--- src/rtl/riscv_pkg.sv ---
// Shared constants and types for the riscv processing unit.
// Register addresses are sized for the largest supported file; modules cast to their own width.
package riscv_pkg;

  localparam int unsigned REG_ADDR_BITS = 5;

  typedef logic [REG_ADDR_BITS-1:0] reg_addr_t;

  localparam reg_addr_t ZERO_REG = 5'd0;
  localparam reg_addr_t LINK_1   = 5'd1;

  localparam int unsigned REGFILE_MAX_RD_PORTS = 4;

endpackage

--- src/rtl/riscv_pu_regfile_scoreboard.sv ---
// Pending-write scoreboard: one busy bit per register.
// An issue sets its destination and an effective write clears it; the set wins a same-cycle collision.
module riscv_pu_regfile_scoreboard
  import riscv_pkg::*;
#(
  parameter int unsigned NUM_REGS   = 32,
  parameter int unsigned ADDR_WIDTH = $clog2(NUM_REGS)
) (
  input  logic                  clk,
  input  logic                  reset,
  input  logic                  enable,
  input  logic                  set_valid,
  input  logic [ADDR_WIDTH-1:0] set_addr,
  input  logic [NUM_REGS-1:0]   clr_vec,
  output logic [NUM_REGS-1:0]   busy_clr_c,
  output logic [NUM_REGS-1:0]   busy_vec
);

  logic [NUM_REGS-1:0] busy_q;
  logic [NUM_REGS-1:0] set_mask_c;
  logic [NUM_REGS-1:0] busy_next_c;

  // x0 can never be pending; the set is masked here rather than at the issue source.
  always_comb begin
    set_mask_c = '0;
    if (set_valid && (set_addr != ADDR_WIDTH'(ZERO_REG))) begin
      set_mask_c[set_addr] = 1'b1;
    end
  end

  // Clears apply first, so an older writeback cannot retire a younger issue's claim.
  always_comb begin
    busy_clr_c  = busy_q & ~clr_vec;
    busy_next_c = busy_clr_c | set_mask_c;
  end

  always_ff @(posedge clk or posedge reset) begin
    if (reset) begin
      busy_q <= '0;
    end else if (enable) begin
      busy_q <= busy_next_c;
    end
  end

  assign busy_vec = busy_q;

endmodule

--- src/rtl/riscv_pu_regfile_mp.sv ---
// Multi-port integer register file with hardwired x0, same-cycle write bypass,
// RAS link restore on write port 0 and a pending-write scoreboard.
module riscv_pu_regfile_mp
  import riscv_pkg::*;
#(
  parameter int unsigned DATA_WIDTH   = 64,
  parameter int unsigned NUM_REGS     = 32,
  parameter int unsigned ADDR_WIDTH   = $clog2(NUM_REGS),
  parameter int unsigned NUM_RD_PORTS = 2,
  parameter int unsigned NUM_WR_PORTS = 1
) (
  input  logic                               clk,
  input  logic                               reset,
  input  logic                               enable,
  input  logic                               i_stall_rd,
  input  logic                               i_stall_wr,
  input  logic [NUM_RD_PORTS*ADDR_WIDTH-1:0] i_rd_addr,
  output logic [NUM_RD_PORTS*DATA_WIDTH-1:0] o_rd_data,
  output logic [NUM_RD_PORTS-1:0]            o_rd_busy,
  input  logic [NUM_WR_PORTS-1:0]            i_wr_en,
  input  logic [NUM_WR_PORTS*ADDR_WIDTH-1:0] i_wr_addr,
  input  logic [NUM_WR_PORTS*DATA_WIDTH-1:0] i_wr_data,
  input  logic                               i_ras_read,
  input  logic [DATA_WIDTH-1:0]              i_ras_data,
  input  logic                               i_issue_valid,
  input  logic [ADDR_WIDTH-1:0]              i_issue_addr,
  output logic [NUM_REGS-1:0]                o_busy_vec
);

  if ((NUM_RD_PORTS < 1) || (NUM_RD_PORTS > REGFILE_MAX_RD_PORTS)) begin : g_bad_rd_ports
    $error("riscv_pu_regfile_mp: NUM_RD_PORTS out of range");
  end

  logic [DATA_WIDTH-1:0] mem [NUM_REGS];

  logic [NUM_WR_PORTS-1:0] wr_eff_c;
  logic [ADDR_WIDTH-1:0]   wr_addr_c [NUM_WR_PORTS];
  logic [DATA_WIDTH-1:0]   wr_data_c [NUM_WR_PORTS];
  logic [NUM_REGS-1:0]     clr_vec_c;
  logic [NUM_REGS-1:0]     busy_clr_c;

  // Effective write ports; a RAS restore takes over port 0 and targets the link register.
  always_comb begin
    for (int unsigned w = 0; w < NUM_WR_PORTS; w++) begin
      wr_eff_c[w]  = i_wr_en[w] && !i_stall_wr && enable;
      wr_addr_c[w] = i_wr_addr[w*ADDR_WIDTH +: ADDR_WIDTH];
      wr_data_c[w] = i_wr_data[w*DATA_WIDTH +: DATA_WIDTH];
    end
    if (i_ras_read) begin
      wr_eff_c[0]  = !i_stall_wr && enable;
      wr_addr_c[0] = ADDR_WIDTH'(LINK_1);
      wr_data_c[0] = i_ras_data;
    end
  end

  always_comb begin
    clr_vec_c = '0;
    for (int unsigned w = 0; w < NUM_WR_PORTS; w++) begin
      if (wr_eff_c[w]) begin
        clr_vec_c[wr_addr_c[w]] = 1'b1;
      end
    end
  end

  // Storage has no reset; later ports overwrite earlier ones on an address collision.
  always_ff @(posedge clk) begin
    for (int unsigned w = 0; w < NUM_WR_PORTS; w++) begin
      if (wr_eff_c[w] && (wr_addr_c[w] != ADDR_WIDTH'(ZERO_REG))) begin
        mem[wr_addr_c[w]] <= wr_data_c[w];
      end
    end
  end

  riscv_pu_regfile_scoreboard #(
    .NUM_REGS   (NUM_REGS),
    .ADDR_WIDTH (ADDR_WIDTH)
  ) u_scoreboard (
    .clk        (clk),
    .reset      (reset),
    .enable     (enable),
    .set_valid  (i_issue_valid),
    .set_addr   (i_issue_addr),
    .clr_vec    (clr_vec_c),
    .busy_clr_c (busy_clr_c),
    .busy_vec   (o_busy_vec)
  );

  for (genvar k = 0; k < NUM_RD_PORTS; k++) begin : g_rd
    logic [ADDR_WIDTH-1:0] addr_c;
    logic [DATA_WIDTH-1:0] data_c;
    logic                  busy_c;
    logic [DATA_WIDTH-1:0] data_q;
    logic                  busy_q;

    assign addr_c = i_rd_addr[k*ADDR_WIDTH +: ADDR_WIDTH];

    // Bypass from the highest matching write port; x0 always reads as an idle zero.
    always_comb begin
      data_c = mem[addr_c];
      busy_c = busy_clr_c[addr_c];
      for (int unsigned w = 0; w < NUM_WR_PORTS; w++) begin
        if (wr_eff_c[w] && (wr_addr_c[w] == addr_c)) begin
          data_c = wr_data_c[w];
        end
      end
      if (addr_c == ADDR_WIDTH'(ZERO_REG)) begin
        data_c = '0;
        busy_c = 1'b0;
      end
    end

    always_ff @(posedge clk or posedge reset) begin
      if (reset) begin
        data_q <= '0;
        busy_q <= 1'b0;
      end else if (enable && !i_stall_rd) begin
        data_q <= data_c;
        busy_q <= busy_c;
      end
    end

    assign o_rd_data[k*DATA_WIDTH +: DATA_WIDTH] = data_q;
    assign o_rd_busy[k]                          = busy_q;
  end

endmodule

--- config.mk ---
export PLATFORM = sky130hd
export DESIGN_NAME = riscv_pu_regfile_mp
export DESIGN_NICKNAME = d
export VERILOG_FILES = /design/src/rtl/riscv_pkg.sv /design/src/rtl/riscv_pu_regfile_scoreboard.sv /design/src/rtl/riscv_pu_regfile_mp.sv
export SDC_FILE = /design/constraint.sdc
export NUM_CORES = 2
export LEC_CHECK = 0
export CORE_MARGIN = 2
export CORE_UTILIZATION = 56
export DETAILED_ROUTE_END_ITERATION = 8
export GPL_ROUTABILITY_DRIVEN = 1
export HOLD_SLACK_MARGIN = 0.08
export PLACE_DENSITY = 0.81
export SKIP_CTS_REPAIR_TIMING = 1
export SLEW_MARGIN = 25
export SYNTH_ARGS = -nofsm -noshare
export SYNTH_HDL_FRONTEND = slang
export SYNTH_SLANG_ARGS = --single-unit
--- constraint.sdc ---
create_clock -name clk -period 5.8 [get_ports clk]
set_input_delay 1.16 -clock clk [delete_from_list [all_inputs] [get_ports clk]]
set_output_delay 1.16 -clock clk [all_outputs]
set_load 0.05 [all_outputs]
==> flow_metrics.env <==
export IMPL_port_buffers=317
export IMPL_die_h_um=431
export IMPL_fillers=11400
export IMPL_postRouteWirelength_mm=320
export IMPL_fin_crit_ps=3940
export IMPL_syn_inst=4910
export IMPL_power_leakage_nw=37.8
export IMPL_p_int_w=0.0275
export IMPL_drc=0
export IMPL_synth_edf_count=2048
export IMPL_synth_flop_cell="edfxtp_1"
export IMPL_cts_made_buffers=216
export IMPL_start_util=0.564
export IMPL_area_delta_synth_final_pct=13.7
export IMPL_max_freq_mhz=254
export IMPL_max_cap_violations=0
export IMPL_seq_power_share=0.495
export IMPL_crit_fanout=36
export IMPL_synth_cell_types=56
export IMPL_synth_area_top_cells="edfxtp_1 (60%), mux4_2 (28%), dfrtp_1 (4.0%)"
export IMPL_hold_depth=1
export IMPL_crit_path_end_kind="flip-flop"
export IMPL_power_switching_w=0.00914
export IMPL_clkTransAtPathRegs_ps=60
export IMPL_via_count=60100
export IMPL_seq_area_frac_synth=0.641
export IMPL_clkPwrFrac=0.387
export IMPL_overflow=0
export IMPL_synth_most_common_cell="edfxtp_1"
export IMPL_setup_viol=0
export IMPL_synth_top_cell_area_share=0.601
export IMPL_peakVddDrop_mv=0.344
export IMPL_critPathRequiredTime_ps=6540
export IMPL_critPathArrivalTime_ps=4680
export IMPL_synth_warnings=0
export IMPL_slew_violations=0
export IMPL_htreeDepth=4
export IMPL_cts_num_sinks=2210
export IMPL_synth_area_sq_um=102000
export IMPL_tns_ps=0
export IMPL_powerDensity_nw_per_um2=316
export IMPL_layout_drive_gt1_share=0.334
export IMPL_gp_congestion=0.930
export IMPL_cts_tree="built"
export IMPL_routedWlPerCell_um=40.9
export IMPL_slew_limit_headroom=0.195
export IMPL_r2r_worst_path_cells=5
export IMPL_grt_pass1_vias=62100
export IMPL_final_nets=5428
export IMPL_synth_async_reset_ratio=0.0733
export IMPL_pin_count=318
export IMPL_skew_ps=41.5
export IMPL_switching_share=0.249
export IMPL_worst_slack_ps=1860
export IMPL_finalHoldViolations=0
export IMPL_core_sq_um=181000
export IMPL_fp_dieW_um=431
export IMPL_worst_slew_pin_transition_ps=1170
export IMPL_status="finished, final reports clean"
export IMPL_avgSynthCellArea_sq_um=20.8
export IMPL_detail_route_vias_per_cell=7.66
export IMPL_clockBufferDepth=3
export IMPL_comb_power_share=0.117
export IMPL_insertion_delay_ps=890
export IMPL_setup_worst_path_class="in2reg"
export IMPL_dr_pass1_iters=8
export IMPL_ctsRootBufferMaster="clkbuf_16"
export IMPL_antenna_left=0
export IMPL_post_dp_hpwl_mm=171
export IMPL_dp_slack_ps=1150
export IMPL_start_kind="primary input"
export IMPL_hold_class="reg2reg"
export IMPL_synth_seq_cells=2210
export IMPL_r2r_setup_slack_ps=3450
export IMPL_rows=156
export IMPL_rsz0062_at_grt="no"
export IMPL_synth_top_cell_by_area="edfxtp_1"
export IMPL_grt_first_pass_wirelength_mm=455
export IMPL_drt_iter0_drc=10800
export IMPL_period_share=0.679
export IMPL_grt_start_max_net_pins=97
export IMPL_die_area_sq_um=186000
export IMPL_grt_antenna_before_repair=15
export IMPL_grtUsageTotal=0.349
export IMPL_ys_top_cells_by_count="edfxtp_1 (2,048), mux4_2 (1,285), nand2_1 (231), clkbuf_1 (220), dfrtp_1 (162)"
## cell type report
cell class | instances | area (sq um) | area share
timing repair buffer | 484 | 5160 | 0.0444
clock buffer | 282 | 5740 | 0.0494
sequential | 2210 | 65600 | 0.564
antenna | 11 | 27.5 | 0.000237
multi-input combinational | 2277 | 35100 | 0.302
clock inverter | 127 | 1310 | 0.0113
inverter | 83 | 347 | 0.00298
tap | 2370 | 2970 | 0.0255
## cell usage in the layout (no fill, tap or decap), drive strengths merged, types with 3 or more instances in the layout
cell	instances
nor3b	3
o31ai	11
o211ai	7
nand3b	6
o21ai	54
nand4	3
nor2	42
o22ai	4
nand2	231
dfrtp	162
clkinv	88
nand3	98
mux2i	111
and3	4
or3	5
mux4	1285
o41ai	3
conb	64
xnor2	4
edfxtp	2048
a31oi	11
inv	94
nor2b	8
buf	175
nor4bb	3
or2	5
o32ai	3
nand2b	10
a21oi	132
a311oi	12
clkbuf	284
clkinvlp	6
a22o	129
a41oi	3
diode	11
clkdlybuf4s50	307
bufinv	22
## worst paths after layout
path,from,endpoint
worst max-delay path,i_rd_addr[9],g_rd[1].data_q[60]
worst min-delay path,g_rd[0].data_q[39],g_rd[0].data_q[39]
worst max register to register,mem[6][19],g_rd[1].data_q[19]
worst min register to register,g_rd[0].data_q[39],g_rd[0].data_q[39]
max in group asynchronous,reset,g_rd[1].data_q[28]
min in group asynchronous,reset,g_rd[1].data_q[52]
## state kept, by name, indices dropped and copies added (netlist names)
name	cells
g_rd.data_q	128
mem	2048
g_rd.busy_q	2
u_scoreboard.busy_vec	32
## power groups by stage
stage          Combinational, W  Sequential, W  Clock, W
2_1_floorplan           0.00215         0.0190         0
3_3_place_gp            0.00415         0.0185         0
3_5_place_dp            0.00421         0.0185         0
4_1_cts                 0.00425         0.0181    0.0142
5_1_grt                 0.00445         0.0182    0.0148
6_report                0.00431         0.0182    0.0142
## stage by stage
step                instance area, sq um  power, W  hold WS, ps  utilization  std cells
floorplan                         102000    0.0211          460            -       4973
finish                            116000    0.0367          503        0.642       7844
CTS                               116000    0.0366          508        0.641       7831
detailed placement                109000    0.0227          490        0.602       7422
global route                      116000    0.0374          518        0.642       7842
global placement                  109000    0.0226          491        0.602       7422
## metal layers
| layer | wire length, um | share of wire | GRT usage |
|---|---|---|---|
| met5 | 10 | 0.000031 | 0 |
| met1 | 97700 | 0.30 | 0.440 |
| met2 | 153000 | 0.48 | 0.543 |
| met3 | 44000 | 0.14 | 0.0853 |
| met4 | 26100 | 0.082 | 0.237 |
## critical path: stages
cell and delay [ps]:
clkdlybuf4s50_1 690, inv_8 420, o21ai_0 160, a21oi_1 310, and3_4 910, buf_4 560
a21oi_1 160, a22o_1 270
## kinds of logic after synthesis
kind of cell	count (synthesis)	share of synthesized area
xor gates and xnor gates	4	0.000343
other	1	0.0000367
buffers and inverters	486	0.0204
DFF	2210	0.641
and+or+nand+nor	428	0.0186
AOI/OAI and AO/OA	385	0.0255
muxes	1396	0.294
Note: power is estimated with default switching activity, not from simulation.
